==> src/rtl/ssd_bin2bcd_seq.sv <==
`default_nettype none
// ============================================================================
// Module      : ssd_bin2bcd_seq
// Description : Sequential binary-to-BCD converter for the seven-segment path.
//               Uses shift-and-add-3 (double dabble) and processes one input
//               bit per clock. Produces DIGITS packed BCD nibbles, which the
//               seven-segment driver scans onto the Nexys4DDR display.
//               The handshake is start/busy/done. Results stay stable between
//               conversions.
// Optional    : define SSD_LZ_BLANK_EN to add the blank_mask output, which
//               flags leading-zero digits.
// Ports       : clk        in  system clock, rising edge
//               rst        in  synchronous active-high reset
//               start      in  conversion request (accepted only when idle)
//               bin_in     in  unsigned binary value [BIN_W-1:0]
//               busy       out high while a conversion is in flight
//               done       out one-cycle pulse when bcd_out/overflow update
//               bcd_out    out packed BCD; digit i at [4i+3:4i]
//               overflow   out last accepted value exceeded 10^DIGITS-1
//               blank_mask out leading-zero mask (SSD_LZ_BLANK_EN only)
// Revision    : 1.0 - initial release
// ============================================================================
module ssd_bin2bcd_seq #(
    parameter int DIGITS = 8,
    parameter int BIN_W  = 27
) (
    input  logic                  clk,
    input  logic                  rst,
    input  logic                  start,
    input  logic [BIN_W-1:0]      bin_in,
    output logic                  busy,
    output logic                  done,
    output logic [4*DIGITS-1:0]   bcd_out,
    output logic                  overflow
`ifdef SSD_LZ_BLANK_EN
    ,
    output logic [DIGITS-1:0]     blank_mask
`endif
);

    // Largest value that fits in DIGITS decimal digits. It is evaluated at
    // elaboration time, so the overflow test reduces to a constant compare.
    function automatic longint unsigned f_pow10(input int n);
        longint unsigned v;
        v = 1;
        for (int k = 0; k < n; k++) begin
            v = v * 10;
        end
        return v;
    endfunction

    localparam longint unsigned c_MAX_VAL  = f_pow10(DIGITS) - 1;
    localparam int              c_CNT_W    = (BIN_W > 1) ? $clog2(BIN_W) : 1;
    localparam logic [c_CNT_W-1:0] c_CNT_LOAD = c_CNT_W'(BIN_W - 1);
    localparam logic [4*DIGITS-1:0] c_ALL_NINES = {DIGITS{4'h9}};

    typedef enum logic [1:0] {
        S_IDLE  = 2'd0,
        S_SHIFT = 2'd1,
        S_DONE  = 2'd2
    } state_t;

    state_t                r_state;
    state_t                w_next;

    logic [BIN_W-1:0]      r_shreg;
    logic [4*DIGITS-1:0]   r_scratch;
    logic [c_CNT_W-1:0]    r_cnt;
    logic                  r_ovf;

    logic [4*DIGITS-1:0]   r_bcd;
    logic                  r_ovf_out;
    logic                  r_done;

    logic                  w_ovf_in;
    logic [4*DIGITS-1:0]   w_adj;

    assign w_ovf_in = (64'(bin_in) > c_MAX_VAL);

    // Add-3 correction on every scratch digit that is >= 5. The 4-bit add
    // never carries out for legal digits 5..9.
    generate
        for (genvar gi = 0; gi < DIGITS; gi++) begin : g_adj
            assign w_adj[4*gi +: 4] = (r_scratch[4*gi +: 4] >= 4'd5)
                                    ? r_scratch[4*gi +: 4] + 4'd3
                                    : r_scratch[4*gi +: 4];
        end
    endgenerate

    // ------------------------------------------------------------------
    // FSM
    // ------------------------------------------------------------------
    always_ff @(posedge clk) begin
        if (rst) begin
            r_state <= S_IDLE;
        end else begin
            r_state <= w_next;
        end
    end

    always_comb begin
        w_next = r_state;
        case (r_state)
            S_IDLE:  if (start) w_next = S_SHIFT;
            S_SHIFT: if (r_cnt == '0) w_next = S_DONE;
            S_DONE:  w_next = S_IDLE;
            default: w_next = S_IDLE;
        endcase
    end

    // ------------------------------------------------------------------
    // Conversion datapath
    // ------------------------------------------------------------------
    always_ff @(posedge clk) begin
        if (rst) begin
            r_shreg   <= '0;
            r_scratch <= '0;
            r_cnt     <= '0;
            r_ovf     <= 1'b0;
        end else begin
            case (r_state)
                S_IDLE: begin
                    if (start) begin
                        r_shreg   <= bin_in;
                        r_scratch <= '0;
                        r_cnt     <= c_CNT_LOAD;
                        r_ovf     <= w_ovf_in;
                    end
                end
                S_SHIFT: begin
                    // Bits pushed past the top digit are dropped. That only
                    // happens for overflowing inputs, whose result is replaced.
                    r_scratch <= (4*DIGITS)'({w_adj, r_shreg[BIN_W-1]});
                    r_shreg   <= r_shreg << 1;
                    if (r_cnt != '0) begin
                        r_cnt <= r_cnt - c_CNT_W'(1);
                    end
                end
                default: ;
            endcase
        end
    end

    // ------------------------------------------------------------------
    // Result registers. DONE holds the finished scratch value. The outputs
    // and the done pulse load together on the edge that leaves DONE, so
    // bcd_out is already valid in the same cycle that done is high.
    // ------------------------------------------------------------------
    always_ff @(posedge clk) begin
        if (rst) begin
            r_bcd     <= '0;
            r_ovf_out <= 1'b0;
            r_done    <= 1'b0;
        end else begin
            r_done <= (r_state == S_DONE);
            if (r_state == S_DONE) begin
                r_bcd     <= r_ovf ? c_ALL_NINES : r_scratch;
                r_ovf_out <= r_ovf;
            end
        end
    end

    assign busy     = (r_state != S_IDLE);
    assign done     = r_done;
    assign bcd_out  = r_bcd;
    assign overflow = r_ovf_out;

`ifdef SSD_LZ_BLANK_EN
    logic [DIGITS-1:0] r_mask;
    logic [DIGITS-1:0] w_mask;

    // Digit i is blanked when it and every digit above it are zero. Digit 0
    // is never blanked, so a value of zero still shows a single "0".
    assign w_mask[0] = 1'b0;
    generate
        for (genvar gm = 1; gm < DIGITS; gm++) begin : g_mask
            assign w_mask[gm] = (r_scratch[4*DIGITS-1:4*gm] == '0);
        end
    endgenerate

    always_ff @(posedge clk) begin
        if (rst) begin
            r_mask <= '0;
        end else if (r_state == S_DONE) begin
            r_mask <= r_ovf ? '0 : w_mask;
        end
    end

    assign blank_mask = r_mask;
`endif

endmodule
`default_nettype wire

==> config.mk <==
export PLATFORM = sky130hd
export DESIGN_NAME = ssd_bin2bcd_seq
export DESIGN_NICKNAME = d
export VERILOG_FILES = /design/src/rtl/ssd_bin2bcd_seq.sv
export SDC_FILE = /design/constraint.sdc
export NUM_CORES = 1
export LEC_CHECK = 0
export ABC_AREA = 0
export CAP_MARGIN = 20
export CORE_ASPECT_RATIO = 0.5
export CORE_MARGIN = 2
export CORE_UTILIZATION = 49
export DETAILED_ROUTE_END_ITERATION = 12
export PLACE_DENSITY_LB_ADDON = 0.08
export SETUP_SLACK_MARGIN = 0.1
export SLEW_MARGIN = 25
export SYNTH_ARGS = -nofsm -noshare
export SYNTH_HDL_FRONTEND = slang
export SYNTH_SLANG_ARGS = --single-unit
==> constraint.sdc <==
create_clock -name clk -period 1.4 [get_ports clk]
set_input_delay 0.35 -clock clk [delete_from_list [all_inputs] [get_ports clk]]
set_output_delay 0.35 -clock clk [all_outputs]
set_load 0.01 [all_outputs]
==> out/qor.yml, run 1 <==
clock_latency_ns: 0.34
antenna_cells: 0
synth_ff_type: "dfxtp_1"
slowest_delay_ns: 0.34
setup_slack_ns: -0.1188
crit_chain: "inv_2 > ha_1 > nand2b_1 > a21oi_4 > mux2i_1 > a22o_1"
die_area_um2: 10170
grt_pass1_vias: 4169
reg2reg_slack_ns: -0.12
start_kind: "flop"
syn-cell-area_um2: 4574
dr.first_iter.drc_count: 296
h-tree-depth: 3
final_antenna_net_count: 0
peakVddDrop_mv: 0.6817
yosys_warnings: 0
ys_seq_area_frac: 0.4420
grt_pass1_wl_mm: 20.02
crit_fanout: 4
path_class: "flop to flop"
fmax_mhz: 658.4
cts_tree: "done"
slew_headroom: 0.6435
grt.total_usage: 0.2441
status: "finished, violations left"
final_cell_mix: "dfxtp_1, nand2_1, buf_4, a21oi_1"
leakage_nw: 2.870
globalplace.congestion: 0.7781
core_um2: 8889
final_common_cell: "dfxtp_1"
tns_ns: -3.245
r2r_end: "r_scratch[2]"
min_path_cells: 3
cts-root-buf: "clkbuf_16"
grt_overflow_total: 0
io_pins: 65
syn2layout_area_growth_pct: 60.53
p_per_area_nw_per_um2: 1082
syn_nets: 589
die_w_um: 140.6
hold_buffers: 0
synth_cell_types: 40
grt_antenna_before_repair: 0
crit_family: "compound AO/OA/AOI/OAI gates"
post-route-period-util: 1.085
viasPerCell: 5.736
rsz0062_at_grt: "true"
drive_above_1_share: 0.4049
hp-class: "input port to flop"
skew_ns: 0.009340
port_buffers: 64
tightestPinTransition_ns: 0.5348
whs_ns: 0.4192
grt_max_degree: 46
syn-instance-count: 542
dr.pass1.iters: 5
nets: 731
setup_violations: 67
end_kind: "flop"
cts.clk_slew.worst_paths_ns: 0.07
routed_wirelength_mm: 14.47
synth_edf_count: 0
violations: "negative setup slack"
finalHoldViolCount: 0
crit_arrival_ns: 1.80
post_drt_wl_per_cell_um: 17.95
cap_violations: 0
die_y_um: 72.32
cp_slowest_cell: "dfxtp_2"
finalMaxSlewViolations: 0
clockBufferDepth: 2
synthArstFlopShare: 0
dp_slack_ns: -0.5283
start_util: 0.5146
period_needed_ns: 1.519
rr_worst_depth: 6
drc: 0
synth_seq_cells: 101
path_buf_inv: 1
hold_path.startpoint: "bin_in[11]"
clkSinkCount: 101
rows: 24
nFillCells: 537
syn_area_per_cell_um2: 8.440
num_vias: 4623
worst_ep_required_time_ns: 1.68
numCtsBuffers: 9
hpwl_mm: 7.306
min_to: "r_shreg[11]"
rr_startpoint: "r_scratch[1]"
[report_power, final]
group	switching (W)	leakage, nW	internal (W)
Sequential	0.000139	0.829	0.00304
Combinational	0.000966	1.88	0.00107
Clock	0.00112	0.158	0.00161
[sequential cells by signal, summed over array words and instances (netlist names)]
signal / flops
r_state: 2
done: 1
r_scratch: 32
bcd_out: 32
overflow: 1
r_ovf: 1
r_cnt: 5
r_shreg: 27
[cells in the mapped netlist, types with 2 or more instances]
cell type / n / area share
a211oi_1: 3 / 0.0049
a21oi_1: 46 / 0.050
a22o_1: 16 / 0.031
a311oi_1: 26 / 0.050
buf_1: 3 / 0.0025
buf_2: 19 / 0.021
buf_4: 4 / 0.0066
clkbuf_1: 11 / 0.0090
dfxtp_1: 101 / 0.44
ha_1: 17 / 0.046
inv_1: 20 / 0.016
mux2i_1: 8 / 0.018
nand2_1: 72 / 0.059
nand2b_1: 10 / 0.014
nand3_1: 17 / 0.019
nand3b_1: 9 / 0.015
nand4b_1: 2 / 0.0038
nor2_1: 50 / 0.041
nor2b_1: 3 / 0.0041
nor3_1: 40 / 0.044
o21ai_0: 17 / 0.019
or3_1: 16 / 0.022
xnor2_1: 9 / 0.017
xor2_1: 7 / 0.013
[metal layers]
| metal | share of wire | vias up | wire length [µm] | track usage |
|---|---|---|---|---|
| li1 | - | 2190 | - | - |
| met1 | 0.44 | 2232 | 6346 | 0.3306 |
| met2 | 0.48 | 179 | 6965 | 0.4011 |
| met3 | 0.066 | 22 | 961 | 0.05677 |
| met4 | 0.014 | 0 | 197 | 0.06111 |
| met5 | 0 | - | 0 | 0 |
[per-stage QoR]
| stage | instances | power (W) | util | instance area [µm²] |
|---|---|---|---|---|
| floorplan | 542 | 0.003857 | - | 4641 |
| CTS | 781 | 0.007395 | 0.7365 | 6546 |
| finish | 806 | 0.007945 | 0.8262 | 7343 |
| global route | 806 | 0.008192 | 0.8262 | 7343 |
| global placement | 748 | 0.004362 | 0.6491 | 5769 |
| detailed placement | 748 | 0.004384 | 0.6491 | 5769 |
[worst max-delay path by stage]
stage / start / slack (ns) / cells after the start / endpoint
floorplan: bin_in[11] / 0.07 / 4 / r_ovf
global placement: start / -0.47 / 5 / r_scratch[26]
detailed placement: start / -0.53 / 5 / r_scratch[22]
CTS: r_state[1] / -0.14 / 3 / busy
global route: r_state[1] / -0.18 / 8 / r_scratch[15]
finish: r_scratch[1] / -0.12 / 6 / r_scratch[2]
[cell families (layout without fill, tap and decap cells)]
| logic type | after synthesis | count (layout) | synth area share |
|---|---|---|---|
| AO/OA/AOI/OAI | 112 | 112 | 0.1617 |
| multiplexers | 8 | 8 | 0.01751 |
| buffers and inverters | 59 | 206 | 0.05881 |
| AND/OR/NAND/NOR | 229 | 229 | 0.2429 |
| XOR/XNOR | 16 | 16 | 0.03064 |
| adder cells (fa/ha/maj) | 17 | 17 | 0.04650 |
| flip-flops | 101 | 101 | 0.4420 |
[repair_timing]
| item | 4_1_cts | 5_1_grt |
|---|---|---|
| endpoints found under the setup margin | 115 | 130 |
| gates cloned | 6 | 11 |
| buffers inserted | 12 | 16 |
| resized for setup | 122 | 180 |
| pin swaps | 53 | 72 |
[cell type report]
type,count,area [µm²],area share
inverters,20,75.07,0.01022
multi-input cells,382,2900,0.3950
repair buffers,170,1848,0.2517
flip-flops and latches,101,2048,0.2789
clock buffers,10,239.0,0.03254
clock inverters,6,86.33,0.01176
well taps,117,146.4,0.01994
[tightest hold or removal path: stages]
cell	delay, ns
dlygate4sd2_1	0.24
nand2_2	0.06
a311oi_1	0.07
No activity file was read; power rests on OpenSTA's default activity.
==> run 2: changes to the inputs <==
Settings changed: CORE_ASPECT_RATIO 0.5 to 2.
==> run 2 against run 1 <==
The run still ends with negative setup slack left. Fmax increased by 6.6%. Clock skew decreased by 0.0043 ns. Sequential power decreased by 1%. Combinational power decreased by 27%. Via count decreased by 6.3%. Critical path depth unchanged. Critical path type unchanged. Largest cell class unchanged. Largest power group unchanged.
==> out/qor.yml, run 2 (synthesized netlist as in run 1, its figures left out) <==
p_per_area_nw_per_um2: 1067  # -1.4%
peakVddDrop_mv: 0.7223  # +6.0%
clock_latency_ns: 0.34  # about the same
io_pins: 65  # unchanged
core_um2: 9012  # +1.4%
antenna_cells: 0  # unchanged
cts-root-buf: "clkbuf_16"
dr.first_iter.drc_count: 179  # -40%
dr.pass1.iters: 4  # -1
syn2layout_area_growth_pct: 44.04
path_class: "flop to flop"
die_y_um: 140.6  # +94%
rsz0062_at_grt: "true"
post-route-period-util: 1.017  # -0.06748
p_int_w: 0.005125  # -10%
final_cell_mix: "dfxtp_1, nand2_1, nor2_1, buf_4, a21oi_1"
hpwl_mm: 7.543  # +3.3%
finalHoldViolCount: 0  # unchanged
tns_ns: -0.05773  # +3.187 ns
worst_ep_required_time_ns: 1.65  # -0.03 ns
period_needed_ns: 1.424  # -0.09447 ns
numCtsBuffers: 9  # unchanged
clockPowerShare: 0.342  # -0.002
dp_slack_ns: -0.4053  # +0.1230 ns
grt_antenna_before_repair: 0  # unchanged
clkSinkCount: 101  # unchanged
h-tree-depth: 3  # unchanged
die_w_um: 72.32  # -49%
end_kind: "flop"
status: "finished, violations left"
grt_pass1_wl_mm: 19.22  # -4.0%
grt_pass1_vias: 4239  # +1.7%
tightestPinTransition_ns: 0.3931  # -0.1417 ns
start_kind: "flop"
grt_max_degree: 34  # -26%
cts.clk_slew.worst_paths_ns: 0.07  # about the same
rows: 49  # +100%
drive_above_1_share: 0.3221  # -0.08285
hp-class: "input port to flop"
viasPerCell: 5.748  # +0.21%
setup_slack_ns: -0.02428  # +0.09447 ns
final_common_cell: "dfxtp_1"
power_frac_seq: 0.447  # +0.047
num_vias: 4334  # -6.3%
whs_ns: 0.4367  # +0.01751 ns
leakage_nw: 2.563  # -11%
die_area_um2: 10170  # unchanged
nets: 694  # -5.1%
final_antenna_net_count: 0  # unchanged
p_comb_frac: 0.210  # -0.046
grt_overflow_total: 0  # unchanged
finalMaxSlewViolations: 0  # unchanged
crit_arrival_ns: 1.67  # -0.13 ns
utilization: 0.7311  # -0.09507
start_util: 0.5076  # -0.007073
p_switching_w: 0.001906  # -14%
skew_ns: 0.005023  # -0.004316 ns
switching_share: 0.2711  # -0.008873
cts_tree: "done"
slew_headroom: 0.7380  # +0.09446
globalplace.congestion: 0.8170  # +5.0%
drc: 0  # unchanged
crit_fanout: 7  # +3
violations: "negative setup slack"
clockBufferDepth: 2  # unchanged
setup_violations: 4  # -94%
hold_buffers: 0  # unchanged
routed_wirelength_mm: 12.01  # -17%
post_drt_wl_per_cell_um: 15.93  # -11%
fmax_mhz: 702.1  # +6.6%
port_buffers: 64  # unchanged
cap_violations: 0  # unchanged
grt.total_usage: 0.2356  # -0.008578
-- run 2: metal layers --
layer	track usage	part of all wire	routed length [µm]	vias up
met1	0.2615	0.39	4625	2088
met5	0	0	0	-
li1	-	-	-	2107
met2	0.4317	0.55	6549	112
met3	0.03288	0.038	453	27
met4	0.1013	0.032	382	0
-- run 2: worst max-delay path, stage by stage, from the launching register on --
cell	delay (ns)
dfxtp_2	0.34
buf_6	0.14
nor3b_4	0.21
buf_6	0.18
buf_12	0.12
nand2_2	0.05
a311oi_2	0.28
-- run 2: power by group through the flow --
| stage | registers [W] | logic, W | clock network [W] |
|---|---|---|---|
| 3_3_place_gp | 0.00320 | 0.00117 | 0 |
| 5_1_grt | 0.00316 | 0.00160 | 0.00259 |
| 6_report | 0.00314 | 0.00148 | 0.00241 |
| 2_1_floorplan | 0.00320 | 0.000659 | 0 |
| 4_1_cts | 0.00314 | 0.00129 | 0.00247 |
| 3_5_place_dp | 0.00321 | 0.00119 | 0 |
-- run 2: cell type report --
class / count / area, µm²
multi-input combinational: 382 / 2698
sequential: 101 / 2061
clock buffer: 14 / 274.0
clock inverter: 2 / 16.27
inverter: 20 / 75.07
fill: 685 / 2424
tap: 102 / 127.6
timing repair buffer: 133 / 1338
-- run 2: per-stage QoR --
step / total power (W) / cells / area, µm²
floorplan: 0.003857 / 542 / 4641
global placement: 0.004372 / 726 / 5736
CTS: 0.006892 / 749 / 6211
finish: 0.007031 / 754 / 6589
detailed placement: 0.004392 / 726 / 5736
global route: 0.007347 / 754 / 6589
-- run 2: worst paths after layout --
path                    start           end  slack, ns  cells after the start
hold reg to reg   r_shreg[26]  r_scratch[0]       0.45                      2
setup / recovery   r_state[0]   r_shreg[17]      -0.02                      6
hold / removal     bin_in[11]   r_shreg[11]       0.44                      3
setup reg to reg   r_state[0]   r_shreg[17]      -0.02                      6
-- run 2: repair_timing --
action | in CTS | in global routing
hold endpoints to repair | 0 | 0
buffers inserted | 5 | 2
resized for setup | 94 | 123
pin swaps | 24 | 24
endpoints found under the setup margin | 112 | 125
cloned | 2 | 3
